File: src/rtl/fifo_param.sv
// fifo_param: parametrised synchronous FIFO with occupancy, sticky error and hysteretic Pausa.
// Define FIFO_FWFT_EN for a first-word-fall-through read port; default is a registered read.
module fifo_param #(
  parameter int DATA_WIDTH = 6,
  parameter int ADDR_WIDTH = 4
) (
  input  logic                  clk,
  input  logic                  reset_L,
  input  logic                  push,
  input  logic                  pop,
  input  logic [DATA_WIDTH-1:0] Fifo_Data_in,
  input  logic [ADDR_WIDTH:0]   umbral_AE,
  input  logic [ADDR_WIDTH:0]   umbral_AF,
  input  logic                  err_clr,
  output logic [DATA_WIDTH-1:0] Fifo_Data_out,
  output logic                  valid_out,
  output logic [ADDR_WIDTH:0]   count,
  output logic                  Fifo_Empty,
  output logic                  Fifo_Full,
  output logic                  Almost_Empty,
  output logic                  Almost_Full,
  output logic                  Pausa,
  output logic                  Error_Fifo
);

  localparam int DEPTH = 1 << ADDR_WIDTH;
  localparam logic [ADDR_WIDTH:0] FULL_C =
    {1'b1, {ADDR_WIDTH{1'b0}}};
  localparam logic [ADDR_WIDTH:0] CNT_ONE =
    (ADDR_WIDTH+1)'(1);
  localparam logic [ADDR_WIDTH-1:0] PTR_ONE =
    ADDR_WIDTH'(1);

  logic [DATA_WIDTH-1:0] mem [DEPTH];
  logic [ADDR_WIDTH-1:0] wr_ptr;
  logic [ADDR_WIDTH-1:0] rd_ptr;
  logic [ADDR_WIDTH:0]   next_count;
  logic                  pop_ok;
  logic                  push_ok;
  logic                  err_set;

  assign pop_ok  = pop & (count != '0);
  assign push_ok = push & ((count != FULL_C) | pop_ok);
  assign err_set = (push & ~push_ok) | (pop & ~pop_ok);

  always_comb begin
    next_count = count;
    unique case (1'b1)
      push_ok & ~pop_ok: next_count = count + CNT_ONE;
      pop_ok & ~push_ok: next_count = count - CNT_ONE;
      default: ;
    endcase
  end

  assign Fifo_Empty   = (count == '0);
  assign Fifo_Full    = (count == FULL_C);
  assign Almost_Empty = ~Fifo_Empty & (count <= umbral_AE);
  assign Almost_Full  = (count >= umbral_AF) & ~Fifo_Full;

  always_ff @(posedge clk) begin
    if (push_ok)
      mem[wr_ptr] <= Fifo_Data_in;
  end

  always_ff @(posedge clk or negedge reset_L) begin
    if (!reset_L) begin
      wr_ptr     <= '0;
      rd_ptr     <= '0;
      count      <= '0;
      Pausa      <= 1'b0;
      Error_Fifo <= 1'b0;
    end else begin
      if (push_ok)
        wr_ptr <= wr_ptr + PTR_ONE;
      if (pop_ok)
        rd_ptr <= rd_ptr + PTR_ONE;
      count <= next_count;
      // hysteresis: hold between the two thresholds
      if (next_count >= umbral_AF)
        Pausa <= 1'b1;
      else if (next_count <= umbral_AE)
        Pausa <= 1'b0;
      if (err_set)
        Error_Fifo <= 1'b1;
      else if (err_clr)
        Error_Fifo <= 1'b0;
    end
  end

`ifdef FIFO_FWFT_EN
  // empty FIFO shows zero so reset clears the port immediately
  assign Fifo_Data_out = Fifo_Empty ? '0 : mem[rd_ptr];
  assign valid_out     = ~Fifo_Empty;
`else
  always_ff @(posedge clk or negedge reset_L) begin
    if (!reset_L) begin
      Fifo_Data_out <= '0;
      valid_out     <= 1'b0;
    end else begin
      valid_out <= pop_ok;
      if (pop_ok)
        Fifo_Data_out <= mem[rd_ptr];
    end
  end
`endif

endmodule
File: config.mk
export PLATFORM = sky130hd
export DESIGN_NAME = fifo_param
export DESIGN_NICKNAME = d
export VERILOG_FILES = /design/src/rtl/fifo_param.sv
export SDC_FILE = /design/constraint.sdc
export NUM_CORES = 1
export LEC_CHECK = 0
export CORE_MARGIN = 10
export CORE_UTILIZATION = 52
export CTS_CLUSTER_DIAMETER = 100
export DETAILED_ROUTE_END_ITERATION = 12
export PLACE_DENSITY = 0.74
export SYNTH_ARGS = -nofsm -noshare
export SYNTH_HDL_FRONTEND = slang
export SYNTH_SLANG_ARGS = --single-unit
export TNS_END_PERCENT = 50
File: constraint.sdc
create_clock -name clk -period 4.4 [get_ports clk]
set_input_delay 0.88 -clock clk [delete_from_list [all_inputs] [get_ports clk]]
set_output_delay 0.88 -clock clk [all_outputs]
set_load 0.01 [all_outputs]
# Word level (Yosys, flattened, before mapping)
# Memory sizes are Yosys's and may differ from the RTL's. A register that Yosys moved wholly into a read port is not among the register bits.
# Index checks and enable logic that the tools add are counted.
# classes
mux	7
bitwise	14
reduce_logical	5
magnitude_cmp	4
n_eq_ne	2
addsub	4
# ops
op	count
$ge A5 B5 Y1	2
$le A5 B5 Y1	2
$pmux W5 S2	1
$add A4 B1 Y4 const B	2
$and A1 B1 Y1	8
$mux W1	6
$add A5 B1 Y5 const B	1
$eq A5 B5 Y1 const B	1
$logic_not A5 Y1	1
$ne A5 B5 Y1 const B	1
$reduce_bool A5 Y1	1
$sub A5 B1 Y5 const B	1
$not A1 Y1	4
$reduce_bool A2 Y1	2
$or A1 B1 Y1	2
$logic_not A1 Y1	1
# totals
wordCells	43
inputBits	21
reg_bits	16
ram_bits	96
output_inout_bits	18
mem_count	1
# mem_list
name	depth	width	read_ports	rd_clocked_by_memory_dff	write_ports	line_no	rtl
mem	16	6	1	1	1	34	logic [DATA_WIDTH-1:0] mem [DEPTH];

# Longest topological paths before layout
# Gate-level depths: netlist of the first run.
# logic_depth
depth_word	10
depth_mapped	13

# Least setup slack after synthesis of the first run
# No wires, ideal clock.
# synth_timing
path_kind	input to register
from	input pop
to	register Pausa
arrival_ns	3.524
path_stages	12
t_required_ns	4.274
setup_ns	0.126
n_path_buf	0
slack_ns	0.750
cell_sequence	or2b_1 nor2_1 ha_1 a21o_1 a21oi_1 nor3b_1 o32a_1 o21ai_0 ha_1 a21oi_1 o21ai_0 a311o_1
# synth_between
elab_chain_cells	8
# synth_lines
item	line_no	rtl
start, declared	10	input logic pop,
$and A1 B1 Y1 *	42	assign pop_ok = pop & (count != '0);
$or A1 B1 Y1	43	assign push_ok = push & ((count != FULL_C) | pop_ok);
$and A1 B1 Y1	43	
$not A1 Y1	50	pop_ok & ~push_ok: next_count = count - CNT_ONE;
$and A1 B1 Y1	50	
$pmux W5 S2 *	48	unique case (1'b1)
named net next_count[4]	37	logic [ADDR_WIDTH:0] next_count;
$ge A5 B5 Y1 or $le A5 B5 Y1 (tied branches)	79, 81	
$mux W1 or $reduce_bool A2 Y1 (tied branches)	--	
end signal, assigned	70	Pausa <= 1'b0;
end signal, assigned	80	Pausa <= 1'b1;
end signal, assigned	82	Pausa <= 1'b0;
end, declared	22	output logic Pausa,
# The timed path passes the listed nets; every way through them passes the cells marked *.
# A chain may end at the register's enable or synchronous reset.

# Worst setup path after layout of the first run
# layout_timing
from	register count[1]
to	register Pausa
# layout_between
elab_chain_cells	9
# layout_lines
item	line_no	rtl
start, declared	17	output logic [ADDR_WIDTH:0] count,
start signal, assigned	77	count <= next_count;
$reduce_bool A5 Y1	42	
$and A1 B1 Y1	42	
$or A1 B1 Y1	43	
$and A1 B1 Y1	43	
$not A1 Y1	50	
$and A1 B1 Y1	50	
$pmux W5 S2 *	48	
named net next_count[4]	37	
$ge A5 B5 Y1 or $le A5 B5 Y1 (tied branches)	79, 81	
$mux W1 or $reduce_bool A2 Y1 (tied branches)	--	
# Marks and branches as above.

==> results.md, run 1 <==
- The leading area contributor after synthesis is sky130_fd_sc_hd__edfxtp_1.
- The wire length per cell after detailed routing is 19.8 um.
- The library cell contributing the largest single delay on the critical path is sky130_fd_sc_hd__nor4_4.
- The routed design could run at a clock period as short as 3.89 ns.
- The top fanout value on the critical path is 7.
- From bottom edge to top edge, the die measures 121 um.
- The flow ran to the end, and the final reports show no timing, DRC or antenna violations.
- After synthesis, the netlist uses 43 different library cells.
- The count of filler cells inserted in the layout is 686.
- The number of setup buffers added after CTS is 0.
- Summed over all layers, the global routing overflow is 0.
- Cell internal power was estimated by the tool at 2.90 mW.
- The repair_antennas step left the layout with diodes totalling 0.
- Setup repair after global routing left no endpoint under its margin.
- The category of the worst setup path launch point is a flip-flop.
- The number of enable flip-flop cells after synthesis is 96.
- The total setup violations reported at the end of the flow is 0.
- For this configuration, the core starts out at a cell density of 0.541.
- The share of flip-flops with an asynchronous set or reset is 0.186.
- The number of sinks handled by clock tree synthesis is 118.
- The reported net switching power is 1.35 mW.
- The count of nets left with antenna violations once routing finished came out at 0.
- The count of H-tree levels built during CTS is 4.
- For the worst flop-to-flop path, the logic depth is 13.
- The root buffer selected by CTS is sky130_fd_sc_hd__clkbuf_8.
- The sequential share of power is 0.391.
- Across all layers, the routed design uses 2892 vias.
- For this design the ratio of total power to cell area is 664 nW/um^2.
- The setup slack after layout is 0.513 ns.
- The measured slew at the worst slew-check pin is 1.11 ns.
- The clock power share is 0.291.
- The post-synthesis instance total is 323.
- The wire-length estimate of the detail-placed layout is 7050 um.
- Leaving out fill and tap cells, the most frequent cells in the layout are sky130_fd_sc_hd__edfxtp_1 (96), sky130_fd_sc_hd__clkdlybuf4s50_1 (38), sky130_fd_sc_hd__ha_1 (28).
- The final layout contains 425 nets.
- Entering global routing, the biggest net connects 26 pins.
- The share of the Yosys chip area taken by registers is 0.644.
- In the final layout, the share of cells above drive strength 1 is 0.201.
- The worst-case IR drop observed on VDD is 0.418 mV.
- The TritonCTS buffer count is 17.
- The cell area that synthesis handed to floorplanning was 5330 sq um.
- The total core area is 9860 sq um.
- The final number of max-transition violations is 0.
- The layout overhead on the synthesized area is 20.1%.
- TritonCTS built the clock tree.
- The worst hold path belongs to the class flip-flop to flip-flop.
- The signal arrival time at the worst endpoint is 4.27 ns.
- The most common library cell in the layout ignoring fill and taps is sky130_fd_sc_hd__edfxtp_1.
- The worst register-to-register path ends at Pausa$_DFFE_PN0P_.
- The worst hold path terminates at Error_Fifo$_DFFE_PN0P_.
- The required time of the critical path is 4.78 ns.
- Summed over all layers, the routed wires come to 10300 um.
- After clock tree synthesis, the clock-pin slew on the worst setup and hold paths is 0.06 ns.
- The delay of the slowest cell on the worst path is 0.52 ns.
- The start-to-end type of the worst setup path is flip-flop to flip-flop.
- The clock passes through at most 2 buffers.
- The worst slack at placement is 0.0949 ns.
- Timing would allow up to 257 MHz.
- Routability-driven placement finished with a final weighted congestion of 0.793.
- The via count of the first global-routing pass came to 3045.
- The synthesized area per cell is 16.5 sq um.
- After detailed routing, the number of vias per cell comes to 5.55.
- The net switching fraction of the power is 0.317.
- The sum of negative setup slack is 0 ns.
- By area the synthesized netlist is led by sky130_fd_sc_hd__edfxtp_1 (54%), sky130_fd_sc_hd__dfrtp_1 (10%), sky130_fd_sc_hd__mux4_2 (10%).
- The count of hold buffers inserted by post-cts repair is 0.
- Row generation in the floorplan step produced 36 rows.
- The clock latency on the worst-skew pair is 0.51 ns.
- The number of hold-slack violations in the final timing report was 0.
- Grouping stages by cell kind, the critical path spends the most delay in compound AO/OA/AOI/OAI gates.
- The worst hold path begins at Error_Fifo$_DFFE_PN0P_.
- The leakage dissipation is 2.32 nW.
- The initial antenna violation count is 0.
- The total number of yosys warnings is 0.
- Measured against its own limit, the worst slew margin works out to 0.261.
- The count of buffers added on input and output ports is 38.
- The number of buffer and inverter stages on the critical path is 0.
- The first routing iteration left 169 violations.
- The worst setup path is captured at a flip-flop.
- The number of gates resized after CTS was 0.
- The proportion of netlist area held by the largest area contributor is 0.541.
- The worst register-to-register path begins at count[1]$_DFF_PN0_.
- The number of synthesized register bits is 118.
- The number of nets in the synthesized netlist is 373.
- The total global routing track utilization is 0.151.
- The worst register-to-register path has a setup slack of 0.51 ns.
- The signal on the critical path passes through nor4_4 -> and2_4 -> nor2_1 -> fa_1 -> a21o_1 -> a21oi_1 -> nor3b_1 -> o32a_1 -> o21ai_0 -> ha_1 -> a21oi_1 -> o21ai_0 -> a311o_1.
- The chip width is 121 um.
- The reported max-cap violation count is 0.
- The prevailing post-synth register cell is sky130_fd_sc_hd__edfxtp_1.
- The depth of the worst hold-timing path is 2.
- The floorplan step defined a die boundary enclosing 14700 sq um.
- The length of the first detailed-routing pass in iterations is 7.
- After detailed routing, the number of remaining DRC violations is 0.
- 39 I/O pins were placed.
- Of the total power, combinational logic draws 0.317.
- The setup clock skew after layout is 0.0136 ns.
- The global-route wire length before repair is 16600 um.
- Of the available clock period, the critical path in the final layout requires 0.884.
cell usage after synthesis, types with 4 or more instances:
cell	instances
sky130_fd_sc_hd__mux4_2	24
sky130_fd_sc_hd__mux2_2	7
sky130_fd_sc_hd__nor2_1	4
sky130_fd_sc_hd__and2_1	16
sky130_fd_sc_hd__nand2_1	9
sky130_fd_sc_hd__clkbuf_1	4
sky130_fd_sc_hd__dfrtp_1	22
sky130_fd_sc_hd__nor2b_1	9
sky130_fd_sc_hd__xnor2_1	8
sky130_fd_sc_hd__o21ai_0	11
sky130_fd_sc_hd__inv_1	18
sky130_fd_sc_hd__o22ai_1	6
sky130_fd_sc_hd__ha_1	28
sky130_fd_sc_hd__a211oi_1	7
sky130_fd_sc_hd__edfxtp_1	96
sky130_fd_sc_hd__a21oi_1	15
layer usage:
metal	routed length, um	vias up	global-route usage
li1	-	1360	-
met1	4470	1425	0.190
met2	5100	93	0.236
met3	573	14	0.0465
met4	191	0	0.0671
met5	0	-	0
flip-flops by register name (all words and copies together) (netlist names):
register	flops
count	5
mem	96
Error_Fifo	1
Fifo_Data_out	6
rd_ptr	4
wr_ptr	4
Pausa	1
valid_out	1
kinds of logic (layout without fill, tap and decap cells):
group                      count (synthesis)  after routing  synth area share
AOI/OAI and AO/OA                         50             50            0.0605
xor gates and xnor gates                  10             10            0.0164
adders and majority gates                 29             29            0.0695
buffers and inverters                     28             93            0.0237
DFF                                      118            118             0.644
muxes                                     34             34             0.125
and+or+nand+nor                           54             54            0.0615
layout make-up:
cell class                      count  area, sq um  share of cell area
Clock inverter                     15          131              0.0205
Tap cell                          133          166              0.0260
Timing Repair Buffer               43          418              0.0653
Multi-Input combinational cell    177         1770               0.277
Inverter                           18         67.6              0.0106
Sequential cell                   118         3430               0.536
Clock buffer                       17          414              0.0647
per-stage QoR:
| step | cells | cell area, sq um | utilization | hold WS, ns | total power [mW] |
|---|---|---|---|---|---|
| final | 521 | 6400 | 0.649 | 0.528 | 4.25 |
| after global routing | 521 | 6400 | 0.649 | 0.551 | 4.51 |
| after CTS | 521 | 6400 | 0.649 | 0.533 | 4.30 |
| after detailed placement | 489 | 5860 | 0.594 | 0.520 | 3.05 |
| after global placement | 489 | 5860 | 0.594 | 0.521 | 3.01 |
| after floorplan | 323 | 5330 | - | 0.501 | 2.57 |
worst register-to-register path: stages (launching register included):
cell and delay (ns):
sky130_fd_sc_hd__dfrtp_1 0.50, sky130_fd_sc_hd__nor4_4 0.52, sky130_fd_sc_hd__and2_4 0.25, sky130_fd_sc_hd__nor2_1 0.09
sky130_fd_sc_hd__fa_1 0.41, sky130_fd_sc_hd__a21o_1 0.17, sky130_fd_sc_hd__a21oi_1 0.28, sky130_fd_sc_hd__nor3b_1 0.12
sky130_fd_sc_hd__o32a_1 0.33, sky130_fd_sc_hd__o21ai_0 0.16, sky130_fd_sc_hd__ha_1 0.33, sky130_fd_sc_hd__a21oi_1 0.13
sky130_fd_sc_hd__o21ai_0 0.10, sky130_fd_sc_hd__a311o_1 0.36
power by group through the flow:
stage / combinational [mW] / sequential (mW) / clock (mW)
6_report: 1.35 / 1.66 / 1.24
5_1_grt: 1.50 / 1.70 / 1.31
4_1_cts: 1.37 / 1.67 / 1.26
3_5_place_dp: 1.36 / 1.69 / 0
3_3_place_gp: 1.33 / 1.68 / 0
2_1_floorplan: 1.03 / 1.55 / 0
how the worst max path moves through the flow:
stage	startpoint	cells past startpoint	slack (ns)	to
finish	count[1]$_DFF_PN0_	13	0.51	Pausa$_DFFE_PN0P_
floorplan	pop	12	0.75	Pausa$_DFFE_PN0P_
global placement	pop	13	0.25	Pausa$_DFFE_PN0P_
CTS	count[1]$_DFF_PN0_	13	0.51	Pausa$_DFFE_PN0P_
detailed placement	pop	13	0.09	Pausa$_DFFE_PN0P_
global route	count[1]$_DFF_PN0_	13	0.19	Pausa$_DFFE_PN0P_
No activity file was read; power rests on OpenSTA's default activity.
==> run 2, diff against run 1 <==
--- a/config.mk
+++ b/config.mk
@@ -8,6 +8,7 @@
 export CORE_MARGIN = 10
-export CORE_UTILIZATION = 52
+export CORE_UTILIZATION = 58
 export CTS_CLUSTER_DIAMETER = 100
 export DETAILED_ROUTE_END_ITERATION = 12
-export PLACE_DENSITY = 0.74
+export PLACE_DENSITY = 0.81
+export SETUP_SLACK_MARGIN = 0.02
 export SYNTH_ARGS = -nofsm -noshare
--- a/constraint.sdc
+++ b/constraint.sdc
@@ -3,2 +3,2 @@
 set_output_delay 0.88 -clock clk [all_outputs]
-set_load 0.01 [all_outputs]
+set_load 0.1 [all_outputs]
==> run 2 against run 1 <==
Net effect: critical path depth up 2; count of clock-buffer cells in the layout up 1; sequential share of layout area down 0.59 points; clock power up 16%; global-route usage up 3.0 points; setup slack better by 0.053 ns; utilization up 8.3 points; final area up 1.1%; clock skew down 0.0072 ns; cell count down 4.4%; critical path type unchanged; largest cell class unchanged; highest routed layer unchanged.
==> results.md, run 2 (same netlist as run 1, synthesis figures left out) <==
- The total global routing track utilization was 0.181 (+0.0304).
- The headroom to the max-slew limit is 0.240 (-0.0204).
- The area growth from synthesis to layout is 21.4%.
- The post-route fraction of the period consumed by the critical path is 0.871 (-0.0121).
- The largest registers in the layout are mem x96, Fifo_Data_out x6, count x5.
- TritonCTS built the clock tree.
- The clock latency on the worst-skew pair is 0.51 ns (about the same).
- The via count of the first global-routing pass came to 3261 (+7.1%).
- The total wire length is 11000 um (+7.0%).
- The setup slack after layout came to 0.566 ns (+0.0532 ns).
- The TritonCTS buffer count was 17 (unchanged).
- The pin count of the biggest net entering global routing is 28 (+7.7%).
- The leakage dissipation is 2.39 nW (+3.0%).
- The detailed router's first-iteration violation count is 280 (+66%).
- The maximum buffer depth of the clock tree was 2 (unchanged).
- The worst slack at placement is 0.227 ns (+0.132 ns).
- The routed via count is 2946 (+1.9%).
- The flow ran to the end, and the final reports show no timing, DRC or antenna violations.
- In the layout the commonest cells are sky130_fd_sc_hd__edfxtp_1 (96), sky130_fd_sc_hd__clkdlybuf4s50_1 (34), sky130_fd_sc_hd__ha_1 (28).
- The final global-route overflow total is 0 (unchanged).
- The placer congestion estimate is 0.833 (+5.1%).
- The global-route wire length before repair is 18000 um (+8.4%).
- Ranked by flip-flop count, first place goes to mem.
- The flip-flop count of the largest register, all copies and words added is 96 (unchanged).
- The required time of the critical path is 4.79 ns (about the same).
- The total setup violations reported at the end of the flow is 0 (unchanged).
- The fraction of final layout cells with drive strength greater than 1 was 0.215 (+0.0144).
- The number of cell instances on the worst register-to-register path is 15 (+2).
- The post-route worst hold slack was 0.532 ns (+0.00381 ns).
- The post-layout total power is 5.05 mW (+19%).
- The average vias per placed instance is 5.92 (+6.6%).
- The number of buffers added on ports was 38 (unchanged).
- The cell sitting at the root of the clock tree is a sky130_fd_sc_hd__clkbuf_8.
- The most common library cell in the layout ignoring fill and taps is sky130_fd_sc_hd__edfxtp_1.
- The worst hold path terminates at Error_Fifo$_DFFE_PN0P_.
- The final number of max-transition violations came to 0 (unchanged).
- The top fanout value on the critical path is 7 (unchanged).
- The depth of the worst hold-timing path was 2 (unchanged).
- The endpoint kind of the worst setup timing path is a flip-flop.
- The total number of placement rows is 34 (-5.6%).
- The signal arrival time at the worst endpoint is 4.22 ns (-0.05 ns).
- The area enclosed by the die boundary is 13400 sq um (-8.7%).
- The power density of the placed cells is 779 nW/um^2 (+17%).
- The number of hold-slack violations in the final timing report came to 0 (unchanged).
- The number of DRC violations after detailed routing was 0 (unchanged).
- The number of antenna diodes came to 0 (unchanged).
- The worst hold path belongs to the class flip-flop to flip-flop.
- The count of H-tree levels built during CTS is 4 (unchanged).
- The maximum vdd ir drop is 0.883 mV (+110%).
- The wire length per cell after detailed routing is 22.2 um (+12%).
- Setup repair after global routing left no endpoint under its margin.
- The measured slew at the worst slew-check pin was 1.14 ns (+0.0306 ns).
- The number of nets in the layout is 427 (+0.47%).
- STA classifies the critical path startpoint as a flip-flop.
- The clock slew at the register clock pins of the worst setup and hold paths is 0.06 ns (about the same).
- The number of sinks handled by clock tree synthesis is 118 (unchanged).
- The number of ports placed on the die boundary is 39 (unchanged).
- The reported max-cap violation count was 0 (unchanged).
- The length of the first detailed-routing pass in iterations is 4 (-3).
- The final critical delay including setup and external delays is 3.83 ns (-0.0532 ns).
- The total core area is 8850 sq um (-10%).
- The worst hold path begins at Error_Fifo$_DFFE_PN0P_.
- The source of the worst register-to-register timing path is count[0]$_DFF_PN0_.
- The slack of the worst reg-to-reg path is 0.57 ns (+0.05 ns).
- The vertical extent of the die was 116 um (-4.4%).
- The sum of negative setup slack is 0 ns (unchanged).
- The count of hold buffers inserted by post-cts repair is 0 (unchanged).
- The HPWL reported at the end of detailed placement is 6930 um (-1.7%).
- The initial core utilization was 0.603 (+0.0621).
- The number of setup buffers added after CTS was 0 (unchanged).
- The setup clock skew after layout came to 0.00641 ns (-0.00723 ns).
- The fmax came to 261 MHz (+1.4%).
- The remaining antenna violation count after routing is 0 (unchanged).
- The initial antenna violation count is 0 (unchanged).
- The number of gates resized after CTS is 0 (unchanged).
- In this run the critical register-to-register path is captured at Pausa$_DFFE_PN0P_.
- The start-to-end type of the worst setup path is flip-flop to flip-flop.
- The chip width was 116 um (-4.4%).
## run 2: changes by cell type in the layout (fill, tap and decap cells not counted), moves of 3 or more
cell / delta
sky130_fd_sc_hd__buf_4: +5
sky130_fd_sc_hd__inv_6: -3
sky130_fd_sc_hd__clkinvlp_4: -3
sky130_fd_sc_hd__clkdlybuf4s50_1: -4
sky130_fd_sc_hd__bufinv_16: +4
## run 2: metrics by stage
| step | utilization | instance area, sq um | std cells |
|---|---|---|---|
| detailed placement | 0.661 | 5850 | 466 |
| global route | 0.732 | 6470 | 498 |
| finish | 0.732 | 6470 | 498 |
| floorplan | - | 5340 | 323 |
| CTS | 0.732 | 6470 | 498 |
| global placement | 0.661 | 5850 | 466 |
## run 2: how the worst max path moves through the flow
stage                       start           endpoint  slack (ns)  cells after the start
6_report       count[0]$_DFF_PN0_  Pausa$_DFFE_PN0P_        0.57                     15
5_1_grt        count[0]$_DFF_PN0_  Pausa$_DFFE_PN0P_        0.36                     15
4_1_cts        count[0]$_DFF_PN0_  Pausa$_DFFE_PN0P_        0.58                     15
3_5_place_dp                  pop  Pausa$_DFFE_PN0P_        0.23                     14
3_3_place_gp                 push  Pausa$_DFFE_PN0P_        0.34                     14
2_1_floorplan  count[1]$_DFF_PN0_  Pausa$_DFFE_PN0P_        0.12                     13
## run 2: area by class of cell
| cell class | instances | area (sq um) |
|---|---|---|
| tap | 108 | 135 |
| sequential | 118 | 3430 |
| clock buffer | 18 | 418 |
| fill | 552 | 2370 |
| multi-input combinational | 177 | 1780 |
| inverter | 18 | 67.6 |
| clock inverter | 14 | 208 |
| timing repair buffer | 45 | 435 |
## run 2: power breakdown
group,total (mW),leakage (nW),internal [mW],switching (mW)
Sequential,1.64,1.12,1.40,0.237
Clock,1.44,0.304,0.971,0.473
Combinational,1.96,0.966,0.777,1.19
## run 2: worst max-delay path, cell delays in order (launching register included)
cell                      delay, ns
sky130_fd_sc_hd__dfrtp_1       0.51
sky130_fd_sc_hd__nor4_4        0.29
sky130_fd_sc_hd__buf_4         0.19
sky130_fd_sc_hd__and2_4        0.17
sky130_fd_sc_hd__nor2_1        0.06
sky130_fd_sc_hd__buf_4         0.15
sky130_fd_sc_hd__fa_1          0.41
sky130_fd_sc_hd__a21o_1        0.17
sky130_fd_sc_hd__a21oi_1       0.27
sky130_fd_sc_hd__nor3b_1       0.11
sky130_fd_sc_hd__o32a_1        0.34
sky130_fd_sc_hd__o21ai_0       0.15
sky130_fd_sc_hd__ha_1          0.33
sky130_fd_sc_hd__a21oi_1       0.12
sky130_fd_sc_hd__o21ai_0       0.09
sky130_fd_sc_hd__a311o_1       0.35
## run 2: metal layers
metal	wire (um)	vias up	track usage	part of all wire
met1	4530	1476	0.214	0.41
li1	-	1360	-	-
met2	5720	94	0.302	0.52
met5	0	-	0	0
met3	585	16	0.0625	0.053
met4	214	0	0.0676	0.019
